==> config.mk <==
export PLATFORM = sky130hd
export DESIGN_NAME = sudoku_game_fsm
export DESIGN_NICKNAME = d
export VERILOG_FILES = /design/src/rtl/sudoku_game_fsm.sv
export SDC_FILE = /design/constraint.sdc
export NUM_CORES = 1
export LEC_CHECK = 0
export BUFFER_PORTS_ARGS = -buffer_cell sky130_fd_sc_hd__clkbuf_2
export CORE_UTILIZATION = 50
export CTS_CLUSTER_DIAMETER = 150
export DETAILED_ROUTE_END_ITERATION = 16
export MAX_ROUTING_LAYER = met4
export PLACE_DENSITY = 0.75
export SLEW_MARGIN = 0
export SYNTH_ARGS = -nofsm -noshare
export SYNTH_HDL_FRONTEND = slang
export SYNTH_SLANG_ARGS = --single-unit
==> constraint.sdc <==
create_clock -name clk -period 1.65 [get_ports clk]
set_input_delay 0.33 -clock clk [delete_from_list [all_inputs] [get_ports clk]]
set_output_delay 0.33 -clock clk [all_outputs]
set_load 0.01 [all_outputs]
==> src/rtl/sudoku_game_fsm.sv <==
// Sudoku game controller: screen sequencing, 9x9 grid storage, board cursor and digit entry.
// One button action per cycle, chosen a > b > start > up > down > left > right; outputs registered.
module sudoku_game_fsm (
   input  logic       clk,
   input  logic       reset,
   input  logic       start_button,
   input  logic       a_button,
   input  logic       b_button,
   input  logic       up_button,
   input  logic       down_button,
   input  logic       left_button,
   input  logic       right_button,
   output logic [2:0] current_state,
   output logic       title_display,
   output logic       difficulty_display,
   output logic       running_display,
   output logic       easy_selected,
   output logic       hard_selected,
   output logic [3:0] cursor_x,
   output logic [3:0] cursor_y
);

   typedef enum logic [2:0] {
      S_TITLE  = 3'b000,
      S_SELECT = 3'b001,
      S_LOAD   = 3'b010,
      S_MAP    = 3'b011,
      S_DIGIT  = 3'b100,
      S_WIN    = 3'b101
   } state_t;

   typedef enum logic [2:0] {
      BTN_NONE, BTN_A, BTN_B, BTN_START, BTN_UP, BTN_DOWN, BTN_LEFT, BTN_RIGHT
   } btn_t;

   state_t     state_q, state_d;
   logic       easy_q, easy_d;
   logic [3:0] cx_q, cx_d;
   logic [3:0] cy_q, cy_d;
   logic [3:0] digit_q, digit_d;
   logic       title_q, select_q, running_q;
   logic       grid_clr, grid_wr;
   btn_t       btn;
   logic       solved;
   logic [3:0] cur_cell;

   logic [3:0] cell_value [0:8][0:8];

   logic [8:0] row_m [0:8];
   logic [8:0] col_m [0:8];
   logic [8:0] box_m [0:8];

   // Values outside 1..9 map to no bit, so an invalid cell can never complete a group.
   function automatic logic [8:0] digit_bit(input logic [3:0] v);
      logic [8:0] r;
      r = '0;
      for (int k = 1; k <= 9; k++) begin
         if (v == 4'(k)) r[k-1] = 1'b1;
      end
      return r;
   endfunction

   always_comb begin
      btn = BTN_NONE;
      if (a_button)          btn = BTN_A;
      else if (b_button)     btn = BTN_B;
      else if (start_button) btn = BTN_START;
      else if (up_button)    btn = BTN_UP;
      else if (down_button)  btn = BTN_DOWN;
      else if (left_button)  btn = BTN_LEFT;
      else if (right_button) btn = BTN_RIGHT;
   end

   // Nine cells per group all landing on distinct bits means 1..9 with no repeats.
   always_comb begin
      for (int i = 0; i < 9; i++) begin
         row_m[i] = '0;
         col_m[i] = '0;
         box_m[i] = '0;
      end
      for (int x = 0; x < 9; x++) begin
         for (int y = 0; y < 9; y++) begin
            row_m[4'(y)] = row_m[4'(y)] | digit_bit(cell_value[4'(x)][4'(y)]);
            col_m[4'(x)] = col_m[4'(x)] | digit_bit(cell_value[4'(x)][4'(y)]);
            box_m[4'((x / 3) * 3 + y / 3)] = box_m[4'((x / 3) * 3 + y / 3)]
                                           | digit_bit(cell_value[4'(x)][4'(y)]);
         end
      end
      solved = 1'b1;
      for (int i = 0; i < 9; i++) begin
         if (row_m[i] != 9'h1FF || col_m[i] != 9'h1FF || box_m[i] != 9'h1FF) solved = 1'b0;
      end
   end

   assign cur_cell = cell_value[cx_q][cy_q];

   always_comb begin
      state_d  = state_q;
      easy_d   = easy_q;
      cx_d     = cx_q;
      cy_d     = cy_q;
      digit_d  = digit_q;
      grid_clr = 1'b0;
      grid_wr  = 1'b0;
      case (state_q)
         S_TITLE: begin
            if (btn == BTN_START) state_d = S_SELECT;
         end
         S_SELECT: begin
            case (btn)
               BTN_UP:   easy_d  = 1'b1;
               BTN_DOWN: easy_d  = 1'b0;
               BTN_A:    state_d = S_LOAD;
               default: ;
            endcase
         end
         S_LOAD: begin
            grid_clr = 1'b1;
            cx_d     = 4'd4;
            cy_d     = 4'd4;
            state_d  = S_MAP;
         end
         S_MAP: begin
            case (btn)
               BTN_UP:    cy_d = (cy_q == 4'd0) ? 4'd8 : cy_q - 4'd1;
               BTN_DOWN:  cy_d = (cy_q >= 4'd8) ? 4'd0 : cy_q + 4'd1;
               BTN_LEFT:  cx_d = (cx_q == 4'd0) ? 4'd8 : cx_q - 4'd1;
               BTN_RIGHT: cx_d = (cx_q >= 4'd8) ? 4'd0 : cx_q + 4'd1;
               BTN_A: begin
                  digit_d = cur_cell;
                  state_d = S_DIGIT;
               end
               BTN_START: if (solved) state_d = S_WIN;
               default: ;
            endcase
         end
         S_DIGIT: begin
            case (btn)
               BTN_UP:   digit_d = (digit_q >= 4'd9) ? 4'd1 : digit_q + 4'd1;
               BTN_DOWN: digit_d = (digit_q <= 4'd1) ? 4'd9 : digit_q - 4'd1;
               BTN_A: begin
                  grid_wr = 1'b1;
                  state_d = S_MAP;
               end
               BTN_B:    state_d = S_MAP;
               default: ;
            endcase
         end
         S_WIN: begin
            if (btn == BTN_START) state_d = S_TITLE;
         end
         default: state_d = S_TITLE;
      endcase
   end

   always_ff @(posedge clk) begin
      if (reset) begin
         state_q   <= S_TITLE;
         easy_q    <= 1'b1;
         cx_q      <= 4'd4;
         cy_q      <= 4'd4;
         digit_q   <= 4'd0;
         title_q   <= 1'b1;
         select_q  <= 1'b0;
         running_q <= 1'b0;
         for (int x = 0; x < 9; x++) begin
            for (int y = 0; y < 9; y++) cell_value[x][y] <= 4'd0;
         end
      end else begin
         state_q   <= state_d;
         easy_q    <= easy_d;
         cx_q      <= cx_d;
         cy_q      <= cy_d;
         digit_q   <= digit_d;
         title_q   <= (state_d == S_TITLE);
         select_q  <= (state_d == S_SELECT);
         running_q <= (state_d == S_LOAD) || (state_d == S_MAP) || (state_d == S_DIGIT);
         if (grid_clr) begin
            for (int x = 0; x < 9; x++) begin
               for (int y = 0; y < 9; y++) cell_value[x][y] <= 4'd0;
            end
         end else if (grid_wr) begin
            cell_value[cx_q][cy_q] <= digit_q;
         end
      end
   end

   assign current_state      = state_q;
   assign title_display      = title_q;
   assign difficulty_display = select_q;
   assign running_display    = running_q;
   assign easy_selected      = easy_q;
   assign hard_selected      = ~easy_q;
   assign cursor_x           = cx_q;
   assign cursor_y           = cy_q;

endmodule

[Word-level counts from Yosys, hierarchy flattened]
Cells that the tools add are included.
Word-level totals
  register bits: 15
Operators by class
  muxes and demuxes: 22
  reduce and logical (&&, ||, !) cells: 12
  equal/unequal tests: 18
  magnitude comparators: 2
  add/sub/neg operators: 4
  bitwise logic cells: 1
Operators by type and width (number)
  3-bit 2-to-1 mux: 12
  4-bit one-hot mux with 2 select lines: 4
  3-bit equality test, second input constant: 7
  3-bit by 2-bit equality test with 1-bit output, second input constant: 6
  3-bit one-hot mux with 6 select lines: 1
  4-bit 2-to-1 mux: 4
  3-bit by 1-bit equality test with 1-bit output, second input constant: 3
  4-bit by 1-bit adder with 4-bit output, second input constant: 2
  4-bit greater-or-equal comparator, second input constant: 2
  4-bit zero test: 2
  4-bit by 1-bit subtractor with 4-bit output, second input constant: 2
  3-bit zero test: 2
  2-bit AND reduction: 3
  2-bit nonzero test: 2
  3-bit by 1-bit != test with 1-bit output, second input constant: 1
  3-bit != test, second input constant: 1
  1-bit logical OR: 2
  1-bit one-hot mux with 2 select lines: 1
  2-bit OR reduction: 1
  1-bit inverter: 1

[Longest topological paths before layout]
  depth after elaboration: 14
  depth in mapped cells: 6

[Least setup slack after synthesis]
No wires, ideal clock.
  path type: in2reg
  start point: input port start_button
  end point: register cy_q[0] (netlist: cursor_y[0])
  stages on the path: 5
  data arrival time: 1.360 ns
  slack: 0.173 ns
  buffers on the path: 1
  library setup time: 0.117 ns
  required time: 1.533 ns
  path through: buf_2 > or3_1 > o21ai_0 > a21oi_1 > a32o_1
On the way
  word-level cells in the longest chain between the ends: 6
  elaborated cells between the ends (all ways): 9
  those cells by class: eq/ne: 3; mux: 5; reduce/logical: 1
Ends and longest elaborated chain
  start: declaration: RTL line 6  | input logic start_button,
  3-bit 2-to-1 mux (*): RTL line 67  | else if (start_button) btn = BTN_START;
  3-bit 2-to-1 mux (*): RTL line 66  | else if (b_button) btn = BTN_B;
  3-bit 2-to-1 mux (*): RTL line 65  | if (a_button) btn = BTN_A;
  3-bit equality test: RTL line 124  | case (btn)
  4-bit one-hot mux with 2 select lines / 3-bit != test (equally long branches)
  4-bit one-hot mux with 2 select lines / 2-bit AND reduction (equally long branches)
  end signal: assignment: RTL line 173  | cy_q <= cy_d;
  end: declaration: RTL line 39  | logic [3:0] cy_q, cy_d;
Every way passes the cells marked *; elsewhere a longest branch is shown, timed or not.
A chain may end at the register's enable or synchronous reset.

[Final worst setup path]
  start point: register cx_q[1] (netlist: cursor_x[1])
  end point: register cx_q[3] (netlist: cursor_x[3])
On the way
  word-level cells in the longest chain between the ends: 4
  elaborated cells between the ends (all ways): 8
  those cells by class: add/sub: 2; order compare: 1; mux: 4; reduce/logical: 1
Ends and longest elaborated chain
  start: declaration: RTL line 38  | logic [3:0] cx_q, cx_d;
  start signal: assignment: RTL line 160  | cx_q <= 4'd4;
  start signal: assignment: RTL line 172  | cx_q <= cx_d;
  4-bit by 1-bit adder with 4-bit output, or another cell as far along: RTL line 128  | BTN_RIGHT: cx_d = (cx_q >= 4'd8) ? 4'd0 : cx_q + 4'd1;
  4-bit 2-to-1 mux, on equally long branches: RTL line 128, 127
  4-bit one-hot mux with 2 select lines (*): RTL line 124
  4-bit one-hot mux with 2 select lines (*): RTL line 105  | case (state_q)
Marked as above.

==> qor.txt <==
status: completed
io pins: 25
pre-CTS setup slack: 0.0118 ns
Highest Clock Rate: 0.668 GHz
Max-cap violations: 0
Worst Path Arrival: 1.67 ns
Lkg Pwr: 0.594 nW
CP Launch Type: register
CP required: 1.83 ns
CP max FO: 7
crit-path cells: inv_1 > ha_1 > o21bai_1 > a21oi_1 > o21bai_1 > a22o_1
post-synthesis sequential area ratio: 27.1%
Main synth FF type: dfxtp_1
std cell rows: 16
Post-synth EDFFs: 0
Post-route DRC: 0
met3 Use GR: 2.49%
largest net degree at the start of global routing: 15
final setup margin: 0.153 ns
gr busiest metal: met2
Mapped Nets: 154
HPWL after detailed placement: 2060 microns
fin crit share: 90.7%
most frequent CP cell: o21bai_1
die area: 0.00241 sq mm
RSZ-0062 raised after global routing: no
# hold bufs at CTS: 0
Synth area leader: dfxtp_1
CP peak stage delay: 0.46 ns
Vias per Instance: 5.85
async set-reset flop share out of synthesis: 0%
post-synthesis cell type count: 47
later-pin clock latency in the skew report: 0.28 ns
GPL Wtd Cong: 0.890
Worst slew margin: 66.6%
Max Slew Vio Count: 0
Setup-failing EPs final: 0
Synth Register Bits: 15
slew at the pin closest to its max-slew limit: 0.494 ns
CP max stage cell: dfxtp_1
initial detailed-routing violation count: 26
top post-synthesis cells by area: dfxtp_1, a21oi_1, ha_1
Layout Skew: 0.00232 ns
initial antenna violation count: 0
Post-CTS Resized: 0
CTS tree: done
PD cells: 523 mW/mm^2
area grow syn2layout: 21.1%
Post-Syn Instances: 141
Initial Utilization: 54.8%
Synth warnings: 0
Reg clk slew, reported paths: 0.09 ns
vias in the first global route: 1062
Post-DRT Antenna Nets: 0
Max IR drop VDD: 0.486 mV
CTS sink cnt: 15
minimum clock period: 1.50 ns
CP Class: register to register
Cell Area, Synth: 0.00111 sq mm
Max Root-Sink Buffers: 2
H-tree levels: 1
GRT Total Usage: 24.7%
worst hold path class: input port to register
Die Y: 49.1 microns
Final Hold Vio Count: 0
Final nets: 187
Sum Neg Setup Slack: 0 ns
Ant. Diodes: 0
met2 Use GR: 41.3%
Vias: 1169
Post-CTS Setup Bufs: 0
GR Overflow Total: 0
Routed Wire Length: 2640 microns
CTS root buf: clkbuf_4
port bufs: 24
proportion of netlist area held by the largest area contributor: 27.1%
Die Wd: 49.1 microns
share of layout cells above drive strength 1: 26.0%
met1 usage: 30.1%
area of the core: 0.00202 sq mm
CP endpoint kind: register
syn_area_per_cell: 7.86 sq um
first-pass GRT wire length: 4620 microns
CTS buffer count: 3
First-pass DRT Iterations: 4
routed len/inst: 13.2 microns
-- power breakdown --
| group | total, mW | switching [mW] | internal, mW |
|---|---|---|---|
| clock | 0.207 | 0.113 | 0.0938 |
| combinational | 0.123 | 0.0678 | 0.0548 |
| sequential | 0.373 | 0.00294 | 0.370 |
| total | 0.702 | 0.184 | 0.518 |
-- layer usage --
layer | up-vias | share of wire [%]
met5 | - | 0
met4 | 0 | 1.7
met3 | 6 | 4.1
met2 | 32 | 49
met1 | 544 | 45
li1 | 587 | -
-- Yosys cell counts, drive strengths merged (2+ instances only) --
cell type	instances
a31oi	2
xor2	2
nor2	11
o22ai	2
or3	3
inv	7
a311oi	2
a21oi	14
nor3b	3
clkbuf	3
a22o	4
nand3	2
o21ai	4
nand3b	4
nand2b	8
dfxtp	15
nor3	5
o21bai	3
ha	4
nand2	7
buf	5
or2	3
nor2b	4
and3	2
a21o	2
-- registers in the layout, summed over array words and instances (netlist names) --
register and count:
title_display 1, cursor_x 4, cursor_y 4, running_display 1
easy_selected 1, current_state 3, difficulty_display 1
-- critical path: cells and delay by family (launching register included) --
kind	cells	cell delay (ns)
AOI/OAI and AO/OA	4	0.62
DFF	1	0.46
adders and majority gates	1	0.24
buffers and inverters	1	0.08
-- path summary, 6_finish.rpt --
check | startpoint | to | slack, ns | cells after the start
max | cursor_x[1] | cursor_x[3] | 0.15 | 6
min | reset | current_state[1] | 0.39 | 3
max reg2reg | cursor_x[1] | cursor_x[3] | 0.15 | 6
min reg2reg | cursor_y[1] | cursor_y[1] | 0.55 | 1
-- cell usage in the layout (no fill, tap or decap), drive strengths merged, types with 2 or more instances in the layout --
master,netlist,routed
a21o,2,2
a21oi,14,14
a22o,4,4
a311oi,2,2
a31oi,2,2
and3,2,2
buf,5,12
clkbuf,3,28
dfxtp,15,15
ha,4,4
inv,7,7
nand2,7,7
nand2b,8,8
nand3,2,2
nand3b,4,4
nor2,11,11
nor2b,4,4
nor3,5,5
nor3b,3,3
o21ai,4,4
o21bai,3,3
o22ai,2,2
or2,3,3
or3,3,3
xor2,2,2
-- logic make-up (layout without fill, tap and decap cells) --
kind of cell / count (synthesis) / after routing / share of synthesized area [%]
multiplexers: 1 / 1 / 0.903
flip-flops: 15 / 15 / 27.1
buffers and inverters: 15 / 47 / 5.64
XOR/XNOR: 2 / 2 / 1.58
AND/OR/NAND/NOR: 57 / 57 / 30.0
AO/OA/AOI/OAI: 47 / 47 / 30.2
adder cells (fa/ha/maj): 4 / 4 / 4.51
-- through the flow --
| stage | total power [mW] | utilization, % | hold slack [ns] | cell area (sq um) | cells |
|---|---|---|---|---|---|
| after global placement | 0.501 | 65.1 | 0.539 | 1320 | 196 |
| after detailed placement | 0.503 | 65.1 | 0.530 | 1320 | 196 |
| after CTS | 0.707 | 66.4 | 0.393 | 1340 | 200 |
| final | 0.702 | 66.4 | 0.393 | 1340 | 200 |
| after floorplan | 0.455 | - | 0.542 | 1110 | 141 |
| after global routing | 0.740 | 66.4 | 0.408 | 1340 | 200 |
-- area by class of cell --
cell class	instances	area, sq um
Multi-Input combinational cell	111	746
Timing Repair Buffer	36	210
Sequential cell	15	300
Clock buffer	4	26.3
Inverter	7	26.3
Tap cell	27	33.8
Fill cell	185	679
(Power assumes the default switching activity.)
